==> config.mk <==
export PLATFORM = sky130hd
export DESIGN_NAME = fdtd_wt_arbiter
export DESIGN_NICKNAME = d
export VERILOG_FILES = /design/src/rtl/fdtd_wt_arbiter.sv
export SDC_FILE = /design/constraint.sdc
export NUM_CORES = 1
export LEC_CHECK = 0
export CAP_MARGIN = 40
export CORE_AREA = 2 2 146 148
export DETAILED_ROUTE_END_ITERATION = 8
export DIE_AREA = 0 0 148 150
export GPL_TIMING_DRIVEN = 1
export SETUP_SLACK_MARGIN = 0.15
export SKIP_CTS_REPAIR_TIMING = 1
export SLEW_MARGIN = 20
export SYNTH_ARGS = -nofsm -noshare
export SYNTH_HDL_FRONTEND = slang
export SYNTH_SLANG_ARGS = --single-unit
==> constraint.sdc <==
create_clock -name ACLK -period 2.8 [get_ports ACLK]
set_input_delay 0.7 -clock ACLK [delete_from_list [all_inputs] [get_ports ACLK]]
set_output_delay 0.7 -clock ACLK [all_outputs]
set_load 0.01 [all_outputs]
==> src/rtl/fdtd_wt_arbiter.sv <==
// Round-robin arbiter/burst sequencer sharing one FDTD AXI4 write master among NUM_REQ engines.
// Optional perf counters (perf_bursts_o/perf_beats_o) are built when FDTD_WT_ARB_PERF_EN is defined.
module fdtd_wt_arbiter #(
  parameter int NUM_REQ         = 4,
  parameter int AXI4_ADDR_WIDTH = 32,
  parameter int AXI4_DATA_WIDTH = 32
) (
  input  logic                                 ACLK,
  input  logic                                 ARESET,
  input  logic [NUM_REQ-1:0]                   req_i,
  input  logic [NUM_REQ*AXI4_ADDR_WIDTH-1:0]   addr_i,
  input  logic [NUM_REQ*8-1:0]                 len_i,
  input  logic [NUM_REQ*AXI4_DATA_WIDTH-1:0]   data_i,
  output logic [NUM_REQ-1:0]                   gnt_o,
  output logic [NUM_REQ-1:0]                   beat_o,
  output logic                                 wt_req_o,
  output logic [AXI4_ADDR_WIDTH-1:0]           wt_word_addr_o,
  output logic [7:0]                           axi_lenth_o,
  output logic [AXI4_DATA_WIDTH-1:0]           wt_data_o,
  input  logic                                 wt_gnt_i,
  input  logic                                 wt_beat_i,
  output logic                                 busy_o,
`ifdef FDTD_WT_ARB_PERF_EN
  output logic [31:0]                          perf_bursts_o,
  output logic [31:0]                          perf_beats_o,
`endif
  output logic                                 err_o
);

  localparam int IDX_W = $clog2(NUM_REQ);
  localparam int CW    = IDX_W + 1;
  localparam logic [IDX_W-1:0] LAST_IDX = IDX_W'(NUM_REQ - 1);

  typedef enum logic [1:0] {S_IDLE, S_ISSUE, S_RELEASE} state_t;

  state_t                       state_q, state_d;
  logic [IDX_W-1:0]             rr_ptr_q, rr_ptr_d;
  logic [IDX_W-1:0]             owner_q, owner_d;
  logic [AXI4_ADDR_WIDTH-1:0]   addr_q, addr_d;
  logic [7:0]                   len_q, len_d;
  logic [7:0]                   beat_cnt_q, beat_cnt_d;
  logic                         err_q, err_d;
  logic [IDX_W-1:0]             win;
  logic                         win_found;
  logic [CW-1:0]                cand;
  logic [7:0]                   req_len;
  logic [7:0]                   cnt_now;
`ifdef FDTD_WT_ARB_PERF_EN
  logic [31:0]                  perf_bursts_q, perf_bursts_d;
  logic [31:0]                  perf_beats_q, perf_beats_d;
`endif

  // Search upward from rr_ptr with wrap; the first pending requester wins.
  always_comb begin
    win       = '0;
    win_found = 1'b0;
    cand      = '0;
    for (int i = 0; i < NUM_REQ; i++) begin
      cand = {1'b0, rr_ptr_q} + CW'(i);
      if (cand >= CW'(NUM_REQ)) cand = cand - CW'(NUM_REQ);
      if (!win_found && req_i[cand[IDX_W-1:0]]) begin
        win_found = 1'b1;
        win       = cand[IDX_W-1:0];
      end
    end
  end

  always_comb begin
    state_d    = state_q;
    rr_ptr_d   = rr_ptr_q;
    owner_d    = owner_q;
    addr_d     = addr_q;
    len_d      = len_q;
    beat_cnt_d = beat_cnt_q;
    err_d      = err_q;
    req_len    = len_i[int'(win)*8 +: 8];
    cnt_now    = beat_cnt_q + {7'd0, wt_beat_i};
    gnt_o      = '0;
    beat_o     = '0;
    wt_req_o   = 1'b0;
    busy_o     = 1'b0;
`ifdef FDTD_WT_ARB_PERF_EN
    perf_bursts_d = perf_bursts_q;
    perf_beats_d  = perf_beats_q;
`endif
    case (state_q)
      S_IDLE: begin
        if (win_found) begin
          owner_d    = win;
          addr_d     = addr_i[int'(win)*AXI4_ADDR_WIDTH +: AXI4_ADDR_WIDTH];
          // The writer issues len-1, so a zero length must become one beat.
          len_d      = (req_len == 8'd0) ? 8'd1 : req_len;
          beat_cnt_d = '0;
          state_d    = S_ISSUE;
        end
      end
      S_ISSUE: begin
        wt_req_o        = 1'b1;
        busy_o          = 1'b1;
        beat_o[owner_q] = wt_beat_i;
        gnt_o[owner_q]  = wt_gnt_i;
        beat_cnt_d      = cnt_now;
`ifdef FDTD_WT_ARB_PERF_EN
        if (wt_beat_i) perf_beats_d = perf_beats_q + 32'd1;
        if (wt_gnt_i)  perf_bursts_d = perf_bursts_q + 32'd1;
`endif
        if (wt_gnt_i) begin
          if (cnt_now != len_q) err_d = 1'b1;
          rr_ptr_d = (owner_q == LAST_IDX) ? '0 : owner_q + IDX_W'(1);
          state_d  = S_RELEASE;
        end
      end
      S_RELEASE: state_d = S_IDLE;
      default:   state_d = S_IDLE;
    endcase
  end

  always_ff @(posedge ACLK) begin
    if (ARESET) begin
      state_q    <= S_IDLE;
      rr_ptr_q   <= '0;
      owner_q    <= '0;
      addr_q     <= '0;
      len_q      <= '0;
      beat_cnt_q <= '0;
      err_q      <= 1'b0;
`ifdef FDTD_WT_ARB_PERF_EN
      perf_bursts_q <= '0;
      perf_beats_q  <= '0;
`endif
    end else begin
      state_q    <= state_d;
      rr_ptr_q   <= rr_ptr_d;
      owner_q    <= owner_d;
      addr_q     <= addr_d;
      len_q      <= len_d;
      beat_cnt_q <= beat_cnt_d;
      err_q      <= err_d;
`ifdef FDTD_WT_ARB_PERF_EN
      perf_bursts_q <= perf_bursts_d;
      perf_beats_q  <= perf_beats_d;
`endif
    end
  end

  assign wt_word_addr_o = addr_q;
  assign axi_lenth_o    = len_q;
  assign wt_data_o      = data_i[int'(owner_q)*AXI4_DATA_WIDTH +: AXI4_DATA_WIDTH];
  assign err_o          = err_q;
`ifdef FDTD_WT_ARB_PERF_EN
  assign perf_bursts_o  = perf_bursts_q;
  assign perf_beats_o   = perf_beats_q;
`endif

endmodule

# [After elaboration in Yosys (flattened, before gate mapping)]
# Cells that the tools add are included.
[totals] ff_bits=55 input_bits=296 wordCells=83 out_inout_bits=83
[classes] n_mux=32 shifts=3 n_reduce_logical=15 n_addsub=9 n_lt_le_gt_ge=10 bitwise=2 n_eq_ne=5
[op_table] cell="indexed part select 128 x 8 -> 32 bit" n=2
[op_table] cell="indexed part select 32 x 6 -> 8 bit" n=1
[op_table] cell="two-way mux 2 bit" n=11
[op_table] cell="two-way mux 8 bit" n=2
[op_table] cell="one-hot mux 8 bit (2 select lines)" n=1
[op_table] cell="< comparator 2 x 3 -> 1 bit, second input constant" n=5
[op_table] cell="two-way mux 1 bit" n=10
[op_table] cell=">= comparator 3 bit, second input constant" n=3
[op_table] cell="adder 8 x 1 -> 8 bit" n=1
[op_table] cell="AND 4 bit" n=2
[op_table] cell="binary-select mux 1 bit (select 2 bit)" n=4
[op_table] cell="zero test 8 bit" n=1
[op_table] cell="two-way mux 4 bit" n=2
[op_table] cell="!= test 8 bit" n=1
[op_table] cell="AND reduction 2 bit" n=4
[op_table] cell="subtractor 2 x 1 -> 2 bit, second input constant" n=4
[op_table] cell="adder 2 x 2 -> 3 bit, second input constant" n=2
[op_table] cell="logical AND 1 bit" n=4
[op_table] cell="!= test 2 bit, second input constant" n=2
[op_table] cell="one-hot mux 2 bit (2 select lines)" n=1
[op_table] cell="adder 2 x 1 -> 3 bit, second input constant" n=1
[op_table] cell=">= comparator 2 x 3 -> 1 bit, second input constant" n=1
[op_table] cell="zero test 1 bit" n=3
[op_table] cell="AND reduction 3 bit" n=1
[op_table] cell="7 further kinds" n=7

# [Logic depth before layout (Yosys ltp)]
[depth] word_depth=17 ltp_mapped=10 ltp_nobuf=10

# [Least setup slack after synthesis]
# No wires, ideal clock.
[synth_timing] path_type="register -> output" startpoint="register owner_q[0]" endpoint="output wt_data_o[0]" required_time_ps=2100 stages_incl_launch_ff=4 t_arrival_ps=1864 path_slack_ps=236 n_path_buf=2 cell_sequence="dfxtp_1 -> clkbuf_1 -> buf_1 -> mux4_2"
[synth_via] elab_chain_cells=1
[synth_rtl] item="start: declaration" line="38" text="logic [IDX_W-1:0] owner_q, owner_d;"
[synth_rtl] item="start signal: assignment" line="134" text="owner_q <= owner_d;"
[synth_rtl] item="indexed part select 128 x 8 -> 32 bit" line="148" text="assign wt_data_o = data_i[int'(owner_q)*AXI4_DATA_WIDTH +: AXI4_DATA_WIDTH];"
[synth_rtl] item="end: declaration" line="19" text="output logic [AXI4_DATA_WIDTH-1:0] wt_data_o,"
# No other way between the ends.

# [Final worst setup path]
[layout_timing] startpoint="input data_i[109]" endpoint="output wt_data_o[13]"
[layout_via] elab_chain_cells=1
[layout_rtl] item="start: declaration" line="13" text="input logic [NUM_REQ*AXI4_DATA_WIDTH-1:0] data_i,"
[layout_rtl] item="indexed part select 128 x 8 -> 32 bit" line="148"
# No other way between the ends.

==> impl_metrics.sql <==
INSERT INTO impl_metrics (metric_group, metric, value, unit) VALUES
('sta', 'worst_tran_pin_value', '506', 'ps'),
('job', 'maxCapViolCount', '0', ''),
('cells_and_area', 'post_layout_nonfiller_instances', '1241', ''),
('clock_tree', 'worstSkewPairLatency', '310', 'ps'),
('detailed_routing', 'detailedRoute.firstPassIterationCount', '4', ''),
('outcome', 'status', 'completed', ''),
('setup_path', 'critPathLaunchType', 'input port', ''),
('clock_tree', 'cts.sinks', '55', ''),
('synthesis', 'synth_top_flop_cell', 'sky130_fd_sc_hd__dfxtp_1', ''),
('detailed_routing', 'drt.antenna.violating_nets', '0', ''),
('sta', 'total_of_endpoints_with_negative_setup_slack_in_the_final_report', '0', ''),
('cells_and_area', 'area_growth', '115', '%'),
('min_path', 'hp-class', 'reg -> reg', ''),
('setup_path', 'rr_worst_depth', '9', ''),
('synthesis', 'synth-edff-count', '0', ''),
('synthesis', 'synthSimpleGateAreaFrac', '28.5', '%'),
('place', 'dp_cells', '1229', ''),
('floorplan', 'floorplan.die.height', '150', 'um'),
('power_and_ir_drop', 'total_leakage_power', '0.00410', 'uW'),
('synthesis', 'synth_adder_area_share', '1.75', '%'),
('setup_path', 'setup.worst_path.end_class', 'output port', ''),
('setup_path', 'critPathMaxFanout', '1', ''),
('setup_path', 'timing.rr.end', 'axi_lenth_o[0]', ''),
('synthesis', 'synth_seq_area_share', '25.6', '%'),
('sta', 'setup_skew', '12.8', 'ps'),
('synthesis', 'netlist_area_before_placement', '0.00430', 'mm^2'),
('floorplan', 'floorplan.initialDensity', '20.8', '%'),
('synthesis', 'compound_cell_area_share_of_the_yosys_netlist', '16.4', '%'),
('setup_path', 'timing_worst_setup_path_type', 'in -> out', ''),
('sta', 'fmax', '383', 'MHz'),
('synthesis', 'post_synth.cell_area_avg', '7.67', 'um^2'),
('synthesis', 'post-synth-top-area-fraction', '25.6', '%'),
('place', 'dp_hpwl', '19300', 'um'),
('global_route', 'grt_remaining_overflow', '0', ''),
('global_route', 'groute.usage.overall', '19.5', '%'),
('clock_tree', 'htree_num_levels', '2', ''),
('detailed_routing', 'postRouteWirelength', '23200', 'um'),
('synthesis', 'synth-warning-count', '0', ''),
('synthesis', 'postSynth.asyncResetShare', '0', '%'),
('setup_path', 'cp-endpoint', 'wt_data_o[13]', ''),
('sta', 'period_minus_slack', '2610', 'ps'),
('cells_and_area', 'antenna-diode-count', '0', ''),
('detailed_routing', 'detailedRoute.firstIterationViolations', '220', ''),
('sta', 'max_slew_margin', '66.3', '%'),
('synthesis', 'multiplexer_fraction_of_the_synthesized_cell_area', '20.1', '%'),
('detailed_routing', 'drt-vias-per-instance', '4.67', ''),
('clock_tree', 'clockBufferDepth', '2', ''),
('synthesis', 'ys_seq_elements', '55', ''),
('power_and_ir_drop', 'pwr_density_cell', '353', 'mW/mm^2'),
('synthesis', 'synth_xor_area_share', '2.24', '%'),
('detailed_routing', 'route.detailed.wl_per_inst', '18.7', 'um'),
('place', 'dp_worst_setup_slack', '-241', 'ps'),
('sta', 'final.setup.worst_slack', '189', 'ps'),
('floorplan', 'floorplan.io_pins', '379', ''),
('cells_and_area', 'layout_cell_share_with_drive_strength_beyond_1', '14.2', '%'),
('clock_tree', 'cts_made_buffers', '5', ''),
('sta', 'tns', '0', 'ps'),
('place', 'placement.io_buffers', '378', ''),
('cells_and_area', 'layout.cells.most_common', 'sky130_fd_sc_hd__clkdlybuf4s50_1', ''),
('setup_path', 'crit_arrival', '1910', 'ps'),
('cells_and_area', 'layout.cells.most_common_list', 'sky130_fd_sc_hd__clkdlybuf4s50_1, sky130_fd_sc_hd__nand2_1, sky130_fd_sc_hd__nor2_1, sky130_fd_sc_hd__dfxtp_1, sky130_fd_sc_hd__buf_4', ''),
('floorplan', 'die_area', '0.0222', 'mm^2'),
('floorplan', 'die-width', '148', 'um'),
('detailed_routing', 'remaining_drc_errors', '0', ''),
('clock_tree', 'tritoncts', 'yes', ''),
('global_route', 'grt_first_pass_wirelength', '32900', 'um'),
('sta', 'layout_worst_path_cycle_share', '93.2', '%'),
('floorplan', 'floorplan.core_area', '0.0207', 'mm^2'),
('floorplan', 'rows', '53', ''),
('power_and_ir_drop', 'ir_drop', '0.246', 'mV'),
('cells_and_area', 'net_count_of_the_finished_layout', '1267', '');
[cell type report]
type                       count  area (um^2)  area share, %
clock buffer                   5          125           1.35
inverter                       7         26.3          0.284
sequential                    55         1100           11.9
multi-input combinational    449         3080           33.2
tap                          275          344           3.72
clock inverter                 3         22.5          0.243
timing repair buffer         447         4550           49.2
[critical path, stage by stage]
cell and delay, ps:
sky130_fd_sc_hd__clkdlybuf4s50_1 470, sky130_fd_sc_hd__mux4_2 540, sky130_fd_sc_hd__dlymetal6s2s_1 200
[layer usage]
layer / global-route usage (%) / vias up / wire length [um]
li1: - / 2804 / -
met1: 19.7 / 2683 / 8050
met2: 37.5 / 284 / 12200
met3: 6.71 / 27 / 2230
met4: 5.86 / 2 / 724
met5: 0 / - / 13
[stage by stage]
| stage | total power [uW] | utilization [%] | hold slack [ps] | instance area [um^2] |
|---|---|---|---|---|
| final | 3270 | 44.7 | 482 | 9250 |
| after global routing | 3450 | 44.7 | 513 | 9250 |
| after CTS | 3290 | 43.5 | 482 | 8990 |
| after detailed placement | 2610 | 42.8 | 463 | 8850 |
| after global placement | 2610 | 42.7 | 454 | 8840 |
| after floorplan | 1570 | - | 470 | 4300 |
[registers in the layout, indices dropped and copies added (netlist names)]
register	cells
beat_cnt_q	8
axi_lenth_o	8
state_q	2
err_o	1
rr_ptr_q	2
wt_word_addr_o	32
owner_q	2
[logic make-up (layout without fill, tap and decap cells)]
logic type / Yosys count / in the layout
XOR/XNOR: 11 / 11
multiplexers: 46 / 46
AO/OA/AOI/OAI: 104 / 104
buffers and inverters: 56 / 462
AND/OR/NAND/NOR: 282 / 282
adder cells (fa/ha/maj): 6 / 6
flip-flops: 55 / 55
[worst min path at each step]
stage	from	to	slack [ps]	cells after the start
floorplan	beat_cnt_q[0]	beat_cnt_q[0]	470	2
global placement	err_o	err_o	450	2
detailed placement	err_o	err_o	460	2
CTS	err_o	err_o	480	2
global route	wt_word_addr_o[14]	wt_word_addr_o[14]	510	2
finish	err_o	err_o	480	2
[Yosys cell counts (3+ instances only)]
cell / n
sky130_fd_sc_hd__nor2b_1: 4
sky130_fd_sc_hd__a311oi_1: 32
sky130_fd_sc_hd__o21ai_0: 7
sky130_fd_sc_hd__buf_1: 7
sky130_fd_sc_hd__clkbuf_1: 30
sky130_fd_sc_hd__dfxtp_1: 55
sky130_fd_sc_hd__buf_2: 10
sky130_fd_sc_hd__and3_1: 45
sky130_fd_sc_hd__a21o_1: 3
sky130_fd_sc_hd__ha_1: 6
sky130_fd_sc_hd__nand3_1: 7
sky130_fd_sc_hd__nand2_1: 154
sky130_fd_sc_hd__a22oi_1: 4
sky130_fd_sc_hd__mux4_2: 32
sky130_fd_sc_hd__nor2_1: 58
sky130_fd_sc_hd__nor4_1: 3
sky130_fd_sc_hd__mux2_2: 4
sky130_fd_sc_hd__nor3_1: 3
sky130_fd_sc_hd__xor2_1: 4
sky130_fd_sc_hd__a21oi_1: 45
sky130_fd_sc_hd__inv_1: 6
sky130_fd_sc_hd__mux2i_1: 10
sky130_fd_sc_hd__xnor2_1: 7
sky130_fd_sc_hd__a31oi_1: 4
[power breakdown]
part	internal (uW)	total, uW	switching, uW
Sequential	862	925	63.0
Clock	336	657	321
Combinational	1010	1690	676
Total	2210	3270	1060
(Power assumes the default switching activity.)
